$ cat config.mk
export PLATFORM = sky130hd
export DESIGN_NAME = regfile_write_arbiter
export DESIGN_NICKNAME = d
export VERILOG_FILES = /design/src/rtl/regfile_write_arbiter.sv
export SDC_FILE = /design/constraint.sdc
export NUM_CORES = 1
export LEC_CHECK = 0
export CELL_PAD_IN_SITES_DETAIL_PLACEMENT = 0
export CELL_PAD_IN_SITES_GLOBAL_PLACEMENT = 2
export CORE_AREA = 2 2 109 100
export CTS_BUF_LIST = sky130_fd_sc_hd__clkbuf_4
export DETAILED_ROUTE_END_ITERATION = 10
export DIE_AREA = 0 0 111 102
export PLACE_DENSITY_LB_ADDON = 0.1
export REMOVE_ABC_BUFFERS = 1
export SETUP_SLACK_MARGIN = 0.15
export SLEW_MARGIN = 20
export SYNTH_ARGS = -nofsm -noshare
export SYNTH_HDL_FRONTEND = slang
export SYNTH_SLANG_ARGS = --single-unit
$ cat constraint.sdc
create_clock -name CLK -period 3.9 [get_ports CLK]
set_input_delay 1.17 -clock CLK [delete_from_list [all_inputs] [get_ports CLK]]
set_output_delay 1.17 -clock CLK [all_outputs]
set_load 0.01 [all_outputs]
$ cat src/rtl/regfile_write_arbiter.sv
// Round-robin write-port arbiter for the 16-bit register bank, with burst lock.
// Optional ZERO_REG_PROTECT_EN: address-0 beats complete but never write Register 0.
module regfile_write_arbiter #(
  parameter int NUM_REQ  = 4,
  parameter int DATA_W   = 16,
  parameter int ADDR_W   = 3,
  parameter int NUM_REGS = 8
) (
  input  logic                      CLK,
  input  logic                      reset,
  input  logic [NUM_REQ-1:0]        req_valid,
  input  logic [NUM_REQ*ADDR_W-1:0] req_addr,
  input  logic [NUM_REQ*DATA_W-1:0] req_data,
  input  logic [NUM_REQ-1:0]        req_lock,
  input  logic                      stall,
  output logic [NUM_REQ-1:0]        req_ready,
  output logic [NUM_REGS-1:0]       reg_write,
  output logic [DATA_W-1:0]         reg_input,
  output logic                      locked
);

  localparam int PW = (NUM_REQ > 1) ? $clog2(NUM_REQ) : 1;

  typedef enum logic {
    S_UNLOCKED,
    S_LOCKED
  } state_t;

  state_t              r_state;
  state_t              w_state_nxt;
  logic [PW-1:0]       r_rr_ptr;
  logic [PW-1:0]       w_rr_nxt;
  logic [PW-1:0]       r_owner;
  logic [PW-1:0]       w_owner_nxt;
  logic [PW-1:0]       w_win;
  logic [PW-1:0]       w_gnt;
  logic                w_found;
  logic                w_xfer;
  logic [ADDR_W-1:0]   w_addr;
  logic [DATA_W-1:0]   w_data;
  logic [NUM_REGS-1:0] w_wr_nxt;
  logic [NUM_REGS-1:0] r_wr;
  logic [DATA_W-1:0]   r_data;

  function automatic logic [PW-1:0] inc_ptr(input logic [PW-1:0] p);
    return (int'(p) == NUM_REQ - 1) ? '0 : p + PW'(1);
  endfunction

  always_comb begin
    w_found = 1'b0;
    w_win   = '0;
    for (int k = 0; k < NUM_REQ; k++) begin
      if (!w_found && req_valid[(int'(r_rr_ptr) + k) % NUM_REQ]) begin
        w_found = 1'b1;
        w_win   = PW'((int'(r_rr_ptr) + k) % NUM_REQ);
      end
    end
  end

  always_comb begin
    req_ready = '0;
    w_gnt     = (r_state == S_LOCKED) ? r_owner : w_win;
    if (!reset && !stall) begin
      unique case (1'b1)
        (r_state == S_LOCKED): req_ready[r_owner] = req_valid[r_owner];
        default:               req_ready[w_win]   = w_found;
      endcase
    end
  end

  assign w_xfer = |req_ready;
  assign w_addr = req_addr[int'(w_gnt)*ADDR_W +: ADDR_W];
  assign w_data = req_data[int'(w_gnt)*DATA_W +: DATA_W];

  always_comb begin
    w_state_nxt = r_state;
    w_rr_nxt    = r_rr_ptr;
    w_owner_nxt = r_owner;
    if (!stall) begin
      unique case (1'b1)
        (r_state == S_LOCKED): begin
          // Releasing the lock without a beat leaves the pointer alone.
          if (!req_lock[r_owner]) begin
            w_state_nxt = S_UNLOCKED;
            if (w_xfer) w_rr_nxt = inc_ptr(r_owner);
          end
        end
        default: begin
          if (w_xfer) begin
            if (req_lock[w_gnt]) begin
              w_state_nxt = S_LOCKED;
              w_owner_nxt = w_gnt;
            end else begin
              w_rr_nxt = inc_ptr(w_gnt);
            end
          end
        end
      endcase
    end
  end

  always_comb begin
    w_wr_nxt = '0;
`ifdef ZERO_REG_PROTECT_EN
    if (w_xfer && (w_addr != '0)) w_wr_nxt[w_addr] = 1'b1;
`else
    if (w_xfer) w_wr_nxt[w_addr] = 1'b1;
`endif
  end

  always_ff @(posedge CLK) begin
    if (reset) begin
      r_state  <= S_UNLOCKED;
      r_rr_ptr <= '0;
      r_owner  <= '0;
      r_wr     <= '0;
      r_data   <= '0;
    end else begin
      r_state  <= w_state_nxt;
      r_rr_ptr <= w_rr_nxt;
      r_owner  <= w_owner_nxt;
      r_wr     <= w_wr_nxt;
      if (w_xfer) r_data <= w_data;
    end
  end

  // Gating with reset keeps an in-flight write out of the Registers.
  assign reg_write = reset ? '0 : r_wr;
  assign reg_input = r_data;
  assign locked    = (r_state == S_LOCKED);

endmodule
==> results.md <==
* Share of layout cells above drive strength 1 at ~15%
* Worst Path Arrival at 2.52 ns
* Die Area at 0.01132 mm²
* TritonCTS Buffers at 5
* GRT Util Overall at 12.73%
* Area Overhead vs Synth at 77.81%
* Largest area contributor in the netlist: dfxtp_1
* Minimum clock period at 3.689 ns
* DR vias/cell at roughly 4.5
* Drt total wl at around 7500 µm
* Synth top area cells: dfxtp_1 (29%), nand2_1 (11%), a311o_1 (8.0%), a211oi_1 (7.1%), mux4_2 (5.6%)
* Die Y at roughly 100 µm
* Initial Util at 19.73%
* Critical path fanouts, max at 5
* Clock buffer depth at 2
* Post-Place Cells at 501
* RSZ-0062 raised after global routing: true
* WL/cell at 14.66 µm
* Diodes inserted at 0
* Hold depth at 2
* Sequential power share at 31.2%
* Switching power at between 300 and 400 µW
* Mean Syn Cell Area at 7.826 µm²
* Crit Path Class: input port to primary output
* Synth Warn # at 0
* Critical Path RT at 2.73 ns
* Fin area at between 0.003 and 0.004 mm²
* Post-synth design cell area at around 0.002 mm²
* Nets at 470
* Top FF cell, synth: dfxtp_1
* Max-slew violation count at 0
* CP Capture Type: primary output
* Detailed-route DRC error count at 0
* Sequential cell area at just under 600 µm²
* MaxCap Viol Count at 0
* Post-DRT Antenna Nets at 0
* Initial DRC Count at 66
* Int Pwr at between 700 and 800 µW
* Clk slew on worst S/H paths at approximately 0.1 ns
* Worst-Margin Slew at between 0.4 and 0.5 ns
* Yosys reg bits at 29
* Non-Filler Instances at just over 500
* Top cells by count, synth: nand2_1 (57), dfxtp_1 (29), a211oi_1 (19), a21oi_1 (17), and2_1 (17)
* Antenna violations before repair at 0
* Seq/Total Area, Yosys at about 29%
* Area of the multi-input gates at between 0.001 and 0.0015 mm²
* Fmax achieved at 271.1 MHz
* Clock skew at about 0.0093 ns
* Placed Instance Area at 0.003423 mm²
* Setup violators final at 0
* Ys async rst share at 0%
* Outcome: finished, final reports clean
* Setup bufs post-CTS at 0
* Slowest CP cell: dlygate4sd2_1
* Pin count of the biggest net entering global routing at 34
* Power Total at 1.142 mW
* First-pass GRT wire length at around 12000 µm
* Hold crit path type: flip-flop to flip-flop
* CTS Sinks at 29
* Final hold violations at 0
* Cells after synthesis at 255
* Die Wd at around 110 µm
* Clock latency at the later pin of the worst-skew pair at between 0.3 and 0.4 ns
* Cell row count at 35
* Top-count cell post-synth: nand2_1
* Post-synth cell types at 38
* Max H-tree Level at 2
* Via count at 2294
* Placed wire-length estimate at about 5700 µm
* Final Worst Setup Slack at around 0.21 ns
* CTS Root Cell: clkbuf_4
* Setup TNS at 0 ns
* GRT overflow at 0
* Ports at around 120
* Top cell type's share of synthesized area at 29.09%
* DRT Pass-1 Iters at 4
* CORE AREA at ~0.010 mm²
* Gp weighted congestion at 0.8270
* Sw Share at 33.71%
* Pre-CTS worst setup slack at -0.4044 ns
* Util after Layout at 35.08%
* Post-synth EDFFs at 0
* Power per cell area at 322.0 mW/mm²
* Fin Hold WS at 0.4560 ns
* Startpoint Class: input port
* Crit path cell chain: dlygate4sd2_1 > nor2b_2 > o21ai_1 > nand3_2 > a32o_1 > clkdlybuf4s15_1
* Clk network pwr share at about 22%
* CTS tree: done
* Slew margin rel. at between 60% and 70%
* Number of global-route vias before repair at 2316
* Maximum VDD drop at about 0.16 mV
* Comb power frac at 46.7%
* Crit share post-route at between 90% and 100%
* Reg2Reg Depth at 7
* Slowest stage delay, CP at between 0.2 and 0.3 ns
* FILL cells at between 1000 and 1500
* Port Buf Inserts at roughly 120
* Lkg Pwr at 1.315 nW
==> area by class of cell <==
cell class,count,share of cell area [%]
inverter,4,0.4231
multi-input combinational,205,39.35
sequential,29,16.36
clock buffer,6,1.269
timing repair buffer,134,37.09
tap,129,4.549
clock inverter,2,0.9520
==> power groups by stage <==
stage / sequential, mW / combinational (mW) / clock [mW]
after floorplan: 0.367 / 0.247 / 0
after detailed placement: 0.363 / 0.536 / 0
final: 0.357 / 0.534 / 0.252
after global placement: 0.362 / 0.542 / 0
after global routing: 0.362 / 0.591 / 0.282
after CTS: 0.358 / 0.542 / 0.268
==> flip-flops by register name, indices dropped and copies added, names as in the netlist <==
register and count:
r_wr 8, locked 1, r_rr_ptr 2, r_owner 2
reg_input 16
==> repair_timing <==
| action | CTS | global route |
|---|---|---|
| resized for setup | 28 | 10 |
| hold buffers | 0 | 0 |
| setup endpoints to repair | 12 | 4 |
| pin swaps | 0 | 1 |
==> cell usage in the layout (no fill, tap or decap), drive strengths merged, types with 2 or more instances in the layout <==
cell type        n
and3             3
nor4             2
a32o             2
dfxtp           29
dlygate4sd2      3
o21ai           12
clkdlybuf4s50  106
a211oi          19
ha               4
nor2b           13
a311o           16
nand2           58
clkdlybuf4s15    3
nand3            2
nor3             6
inv              4
or4              2
nand2b           3
mux2             3
clkbuf           8
nor2            10
buf             20
mux4             5
a21oi           18
or2              3
and2            17
==> worst paths after layout <==
path | end | from | slack, ns
setup / recovery | req_ready[0] | req_valid[0] | 0.21
hold / removal | reg_input[5] | reg_input[5] | 0.46
setup reg to reg | r_rr_ptr[1] | r_rr_ptr[1] | 1.28
hold reg to reg | reg_input[5] | reg_input[5] | 0.46
==> logic make-up (layout without fill, tap and decap cells) <==
logic type	after synthesis	count (layout)	share of synthesized area, %
AND/OR/NAND/NOR	121	121	30.22
buffers and inverters	21	146	4.263
adder cells (fa/ha/maj)	4	4	2.508
AO/OA/AOI/OAI	71	71	26.08
flip-flops	29	29	29.09
multiplexers	9	9	7.837
==> critical path, delay by kind of cell <==
kind,cells,cell delay (ns)
AND/OR/NAND/NOR,2,0.33
buffers and inverters,2,0.52
AO/OA/AOI/OAI,2,0.51
==> per-layer routing <==
layer | routed length (µm) | track usage [%] | up-vias
met5 | 0 | 0 | -
met4 | 38 | 3.173 | 0
met3 | 486 | 4.152 | 2
met2 | 3539 | 21.85 | 63
met1 | 3400 | 15.65 | 1058
li1 | - | - | 1171
Note: power is estimated with default switching activity, not from simulation.
